[src/rtl/dmem_arbiter.sv]
// dmem_arbiter: two-port round-robin arbiter in front of a single-port data
// memory. Port 0 is the processor load/store path, port 1 a secondary master.
// Grants are registered; a burst is capped at MAX_BURST beats when the other
// port is waiting. Memory controls are forced to 0 outside an active beat.
// Optional feature: define DMEM_ARB_STALL_CNT_EN to build the 16-bit
// saturating contention counter on stall_cnt_o (tied to 0 otherwise).
module dmem_arbiter #(
    parameter int AW        = 32,
    parameter int DW        = 32,
    parameter int MAX_BURST = 4
) (
    input  logic          clk,
    input  logic          rst_n,
    input  logic          req0_i,
    input  logic          req1_i,
    input  logic          we0_i,
    input  logic          we1_i,
    input  logic [AW-1:0] addr0_i,
    input  logic [AW-1:0] addr1_i,
    input  logic [DW-1:0] wdata0_i,
    input  logic [DW-1:0] wdata1_i,
    output logic          ack0_o,
    output logic          ack1_o,
    output logic [DW-1:0] rdata_o,
    output logic          mem_we_o,
    output logic [AW-1:0] mem_addr_o,
    output logic [DW-1:0] mem_wdata_o,
    input  logic [DW-1:0] mem_rdata_i,
    output logic [15:0]   stall_cnt_o
);

    localparam int BW = $clog2(MAX_BURST) + 1;
    localparam logic [BW-1:0] LAST_BEAT = BW'(MAX_BURST - 1);

    localparam logic [1:0] IDLE = 2'd0;
    localparam logic [1:0] GNT0 = 2'd1;
    localparam logic [1:0] GNT1 = 2'd2;

    logic [1:0]    state, state_nxt;
    logic          last, last_nxt;
    logic [BW-1:0] beat_cnt, beat_cnt_nxt;
    logic [1:0]    arb_pick;
    logic          beat0, beat1, other_req;

    // A beat happens only when the granted port is still requesting.
    assign beat0     = (state == GNT0) && req0_i;
    assign beat1     = (state == GNT1) && req1_i;
    assign other_req = beat0 ? req1_i : req0_i;

    // Fresh arbitration used from IDLE or from a grant whose owner went quiet.
    always_comb begin
        // NOTE: every combinational output gets a default first so no path
        // leaves it unassigned, which would otherwise infer a latch.
        arb_pick = IDLE;
        if (req0_i && req1_i) begin
            arb_pick = last ? GNT0 : GNT1;
        end else if (req0_i) begin
            arb_pick = GNT0;
        end else if (req1_i) begin
            arb_pick = GNT1;
        end
    end

    // Next grant, burst counter and round-robin pointer.
    always_comb begin
        state_nxt    = state;
        last_nxt     = last;
        beat_cnt_nxt = beat_cnt;
        if (beat0 || beat1) begin
            if (beat_cnt != LAST_BEAT) begin
                beat_cnt_nxt = beat_cnt + BW'(1);
            end else begin
                beat_cnt_nxt = '0;
                if (other_req) begin
                    state_nxt = beat0 ? GNT1 : GNT0;
                    last_nxt  = beat0;
                end
            end
        end else begin
            state_nxt    = arb_pick;
            beat_cnt_nxt = '0;
            if (arb_pick == GNT0) begin
                last_nxt = 1'b0;
            end else if (arb_pick == GNT1) begin
                last_nxt = 1'b1;
            end
        end
    end

    // Grant state registers; last resets to 1 so port 0 wins the first tie.
    always_ff @(posedge clk or negedge rst_n) begin
        if (!rst_n) begin
            state    <= IDLE;
            last     <= 1'b1;
            beat_cnt <= '0;
        end else begin
            // NOTE: state registers use non-blocking assignments so every
            // flop samples pre-edge values regardless of statement order.
            state    <= state_nxt;
            last     <= last_nxt;
            beat_cnt <= beat_cnt_nxt;
        end
    end

    // Memory and requester outputs, driven only during an active beat.
    always_comb begin
        ack0_o      = beat0;
        ack1_o      = beat1;
        mem_we_o    = 1'b0;
        mem_addr_o  = '0;
        mem_wdata_o = '0;
        rdata_o     = '0;
        if (beat0) begin
            mem_we_o    = we0_i;
            mem_addr_o  = addr0_i;
            mem_wdata_o = wdata0_i;
            rdata_o     = mem_rdata_i;
        end else if (beat1) begin
            mem_we_o    = we1_i;
            mem_addr_o  = addr1_i;
            mem_wdata_o = wdata1_i;
            rdata_o     = mem_rdata_i;
        end
    end

`ifdef DMEM_ARB_STALL_CNT_EN
    logic        wait0, wait1;
    logic [16:0] stall_sum;

    assign wait0     = req0_i && !beat0;
    assign wait1     = req1_i && !beat1;
    assign stall_sum = {1'b0, stall_cnt_o} + {16'd0, wait0} + {16'd0, wait1};

    // Adds the number of waiting ports each cycle, saturating at 0xFFFF.
    always_ff @(posedge clk or negedge rst_n) begin
        if (!rst_n) begin
            stall_cnt_o <= '0;
        end else if (stall_sum[16]) begin
            stall_cnt_o <= 16'hFFFF;
        end else begin
            stall_cnt_o <= stall_sum[15:0];
        end
    end
`else
    assign stall_cnt_o = '0;
`endif

endmodule

[config.mk]
export PLATFORM = sky130hd
export DESIGN_NAME = dmem_arbiter
export DESIGN_NICKNAME = d
export VERILOG_FILES = /design/src/rtl/dmem_arbiter.sv
export SDC_FILE = /design/constraint.sdc
export NUM_CORES = 1
export LEC_CHECK = 0
export BUFFER_PORTS_ARGS = -buffer_cell sky130_fd_sc_hd__buf_2
export CAP_MARGIN = 10
export CORE_AREA = 2 2 109 111
export CTS_BUF_LIST = sky130_fd_sc_hd__clkbuf_4 sky130_fd_sc_hd__clkbuf_8
export DETAILED_ROUTE_END_ITERATION = 7
export DIE_AREA = 0 0 111 113
export HOLD_SLACK_MARGIN = 0.1
export PLACE_DENSITY_LB_ADDON = 0.15
export SLEW_MARGIN = 0
export SYNTH_ARGS = -nofsm -noshare
export SYNTH_HDL_FRONTEND = slang
export SYNTH_SLANG_ARGS = --single-unit
[constraint.sdc]
create_clock -name clk -period 1.5 [get_ports clk]
set_input_delay 0.15 -clock clk [delete_from_list [all_inputs] [get_ports clk]]
set_output_delay 0.15 -clock clk [all_outputs]
set_load 0.005 [all_outputs]
==> results by stage <==
Synthesis:
- After synthesis, flip-flops and latches occupy 10.7% of the total area.
- The Yosys step of the flow raised 0 warnings.
- The post-synthesis cell count is 166.
- Counting flops and latches in the post-synthesis netlist gives 6.
- The synthesized area per cell is 8.55 µm².
- The synthesized netlist occupies a cell area of 0.00142 mm².
- The count of different cell masters after synthesis is 28.

Layout:
- From synthesis to final layout, the design area changed by 131%.
- The antenna cell count is 0.
- The final layout net count is 603.
- The leading cell type in the layout, fill and taps excluded is sky130_fd_sc_hd__buf_2.
- Counting the fill cells in the layout gives 1227.
- The top cell types in the final layout, fill and taps aside, are sky130_fd_sc_hd__buf_2, sky130_fd_sc_hd__a22o_1, sky130_fd_sc_hd__buf_6.
- The share of final-layout standard cells stronger than drive strength 1 is 74.0%.
- Once layout is complete, the utilization of the core stands at 29.1%.
- The cell area after layout is 0.00328 mm².

Floorplan:
- In this run the standard cell core region covers 0.0113 mm².
- The initial core utilization is 12.6%.
- 281 I/O pins were placed.
- Measured along the y axis, the die boundary spans 113 µm.
- The floorplan step defined a die boundary enclosing 0.0125 mm².
- The horizontal die dimension is 111 µm.
- In this run the core area contains 39 standard-cell rows.

Power:
- The leakage power figure is 1.95 nW.
- The power density normalized to cell area is 477 mW/mm².
- The worst supply voltage drop on vdd is 0.248 mV.

Setup path:
- The critical path goes through and3b_2 > buf_8 > clkbuf_16 > a22o_1 > buf_2.
- The critical register-to-register path endpoint is state[1].
- The register-to-register setup slack is 80 ps.
- The number of cells on the worst reg-to-reg path is 4.
- The maximum fanout along the worst path is 13.
- The worst setup path is of the reg2out kind.
- The timing endpoint of the critical path is mem_wdata_o[20].
- The worst setup path startpoint is state[0].
- The type of element capturing the critical path is an output pin.
- Data on the critical path arrives at its endpoint at 1530 ps.
- The startpoint identified for the worst register-to-register timing path is beat_cnt[0].
- In this design, the stage delay of the slowest critical-path cell is 380 ps.
- The slowest stage cell on the critical path is sky130_fd_sc_hd__dfrtp_1.
- The startpoint type of the worst setup path is a register.
- STA puts the critical path data required time at 1350 ps.

Route:
- The number of detailed-routing iterations run before antenna repair is 4.
- The residual antenna-violating net count after detailed routing is 0.
- The detailed router finished its first iteration with 59 violations.
- After detailed routing, the total wire length is 7.38 mm.
- The final route contains 2323 vias.
- The via density per instance is 4.02.
- The remaining design rule violation count is 0.
- The average detailed-routed wire length per instance is 12.8 µm.

STA:
- Setup violations remaining at the end of the flow were counted as 98.
- The part of the cycle the worst path needs is 112%.
- Adding up every negative setup slack in the final design gives -15330 ps.
- The final-report hold violation count is 0.
- The peak clock frequency supported by timing is 0.595 GHz.
- Across all setup checks in the final design, the least slack found is -180 ps.
- Setup repair after global routing could not meet its margin everywhere.
- The minimum clock period is 1680 ps.
- The clock skew after layout is 1.42 ps.
- The max-slew violation count is 0.

Placed design:
- Once placement finished, the instance area stood at 0.00289 mm².
- The estimated wirelength of the detail-placed design is 5.66 mm.
- The weighted congestion reported at the end of routability-driven placement is 0.772.
- Port buffering added 264 buffers.

Global routing:
- The number of global-route vias before repair was 2148.
- Entering global routing, the biggest net connects 27 pins.
- The first-pass GRT wire length is 10.3 mm.
- Global routing finished with a remaining overflow of 0.
- The total global routing track utilization is 9.90%.
- The number of antenna violations at the first check in global routing is 0.

Hold path:
- In this run the worst hold path is classified as in2reg.
- The source of the worst hold timing path is req0_i.

CTS:
- The CTS tree is built.
- The number of buffers created by CTS is 3.
- The maximum buffer depth of the clock tree is 2.
- The clock net sink count is 6.
- The cell at the root of the clock tree is sky130_fd_sc_hd__clkbuf_8.
- The clock transition at the registers of the reported paths is 40 ps.
- Clock latency on the worst-skew pair, taken at its later pin, is 220 ps.
- The number of H-tree levels is 1.

Run status:
- The final reports fail on setup timing.
- The flow ran to the end, but the final reports show violations.

Job:
- The number of violations of the max-capacitance limit is 0.
Yosys cell counts:
library cell / count / area (µm²)
sky130_fd_sc_hd__a211o_1: 2 / 17.5
sky130_fd_sc_hd__a21oi_1: 1 / 5.00
sky130_fd_sc_hd__a22o_1: 65 / 569
sky130_fd_sc_hd__a31oi_1: 2 / 12.5
sky130_fd_sc_hd__and2_1: 3 / 18.8
sky130_fd_sc_hd__and2_4: 30 / 263
sky130_fd_sc_hd__and3_1: 1 / 6.26
sky130_fd_sc_hd__and3b_1: 2 / 17.5
sky130_fd_sc_hd__buf_2: 13 / 65.1
sky130_fd_sc_hd__buf_4: 16 / 120
sky130_fd_sc_hd__buf_6: 4 / 45.0
sky130_fd_sc_hd__clkbuf_1: 2 / 7.51
sky130_fd_sc_hd__conb_1: 1 / 3.75
sky130_fd_sc_hd__dfrtp_1: 5 / 125
sky130_fd_sc_hd__dfstp_2: 1 / 26.3
sky130_fd_sc_hd__ha_1: 1 / 12.5
sky130_fd_sc_hd__inv_1: 1 / 3.75
sky130_fd_sc_hd__nand2_1: 1 / 3.75
sky130_fd_sc_hd__nand2b_1: 2 / 12.5
sky130_fd_sc_hd__nor2_1: 2 / 7.51
sky130_fd_sc_hd__nor2b_1: 3 / 18.8
sky130_fd_sc_hd__nor3_1: 1 / 5.00
sky130_fd_sc_hd__nor3b_1: 2 / 15.0
sky130_fd_sc_hd__o211a_1: 1 / 10.0
sky130_fd_sc_hd__o211ai_1: 1 / 7.51
sky130_fd_sc_hd__o21ai_0: 1 / 5.00
sky130_fd_sc_hd__or2_4: 1 / 8.76
sky130_fd_sc_hd__or3_1: 1 / 6.26
kinds of logic after synthesis:
kind of cell | share of synthesized area, %
compound gates | 44.2
fa+ha+maj | 0.882
buf+inv | 17.0
flops | 10.7
other cells | 0.264
simple gates | 27.0
critical path, delay by kind of cell, from the launching register on:
family                 cells  cell delay [ps]
AND/OR/NAND/NOR            1              250
buffers and inverters      3              450
AO/OA/AOI/OAI              1              220
flip-flops                 1              380
what timing repair did:
action	CTS	global route
hold buffers	1	0
setup buffers	4	1
hold endpoints to repair	6	0
endpoints found under the setup margin	97	100
pin swaps	5	4
resized for setup	33	5
cloned	1	3
layout make-up:
class | instances | area [µm²] | area share [%]
repair buffers | 284 | 1800 | 55.0
multi-input cells | 140 | 1090 | 33.3
well taps | 143 | 179 | 5.45
flip-flops and latches | 6 | 151 | 4.61
clock buffers | 4 | 48.8 | 1.49
inverters | 1 | 3.75 | 0.114
where the power goes:
group / switching [W] / leakage, nW / internal, W
registers: 0.0000162 / 0.0761 / 0.000187
clock network: 0.0000763 / 0.0262 / 0.000201
logic: 0.000413 / 1.85 / 0.000670
through the flow:
step	worst slack (ps)	power [W]	std cells	hold slack, ps
after floorplan	80.2	0.000683	181	-146
after global placement	57.5	0.00114	564	-14.1
after detailed placement	31.4	0.00114	564	-13.5
after CTS	-206	0.00154	574	127
after global routing	-238	0.00168	578	144
final	-180	0.00156	578	139
how the worst min path moves through the flow:
stage | end | slack, ps | depth (start not counted)
finish | last | 140 | 2
global route | last | 140 | 2
CTS | last | 130 | 2
detailed placement | beat_cnt[1] | -10 | 1
global placement | beat_cnt[1] | -10 | 1
floorplan | beat_cnt[0] | -150 | 0
layer usage:
metal | wire length (µm) | global-route usage [%] | vias up | share of wire (%)
li1 | - | - | 1138 | -
met4 | 67 | 1.08 | 0 | 0.91
met3 | 547 | 2.57 | 6 | 7.4
met5 | 0 | 0 | - | 0
met2 | 4030 | 19.6 | 131 | 55
met1 | 2730 | 10.9 | 1048 | 37
sequential cells by signal, indices dropped and copies added, names as in the netlist:
register  flops
beat_cnt      3
state         2
last          1
Power figures use the tool's default switching activity.
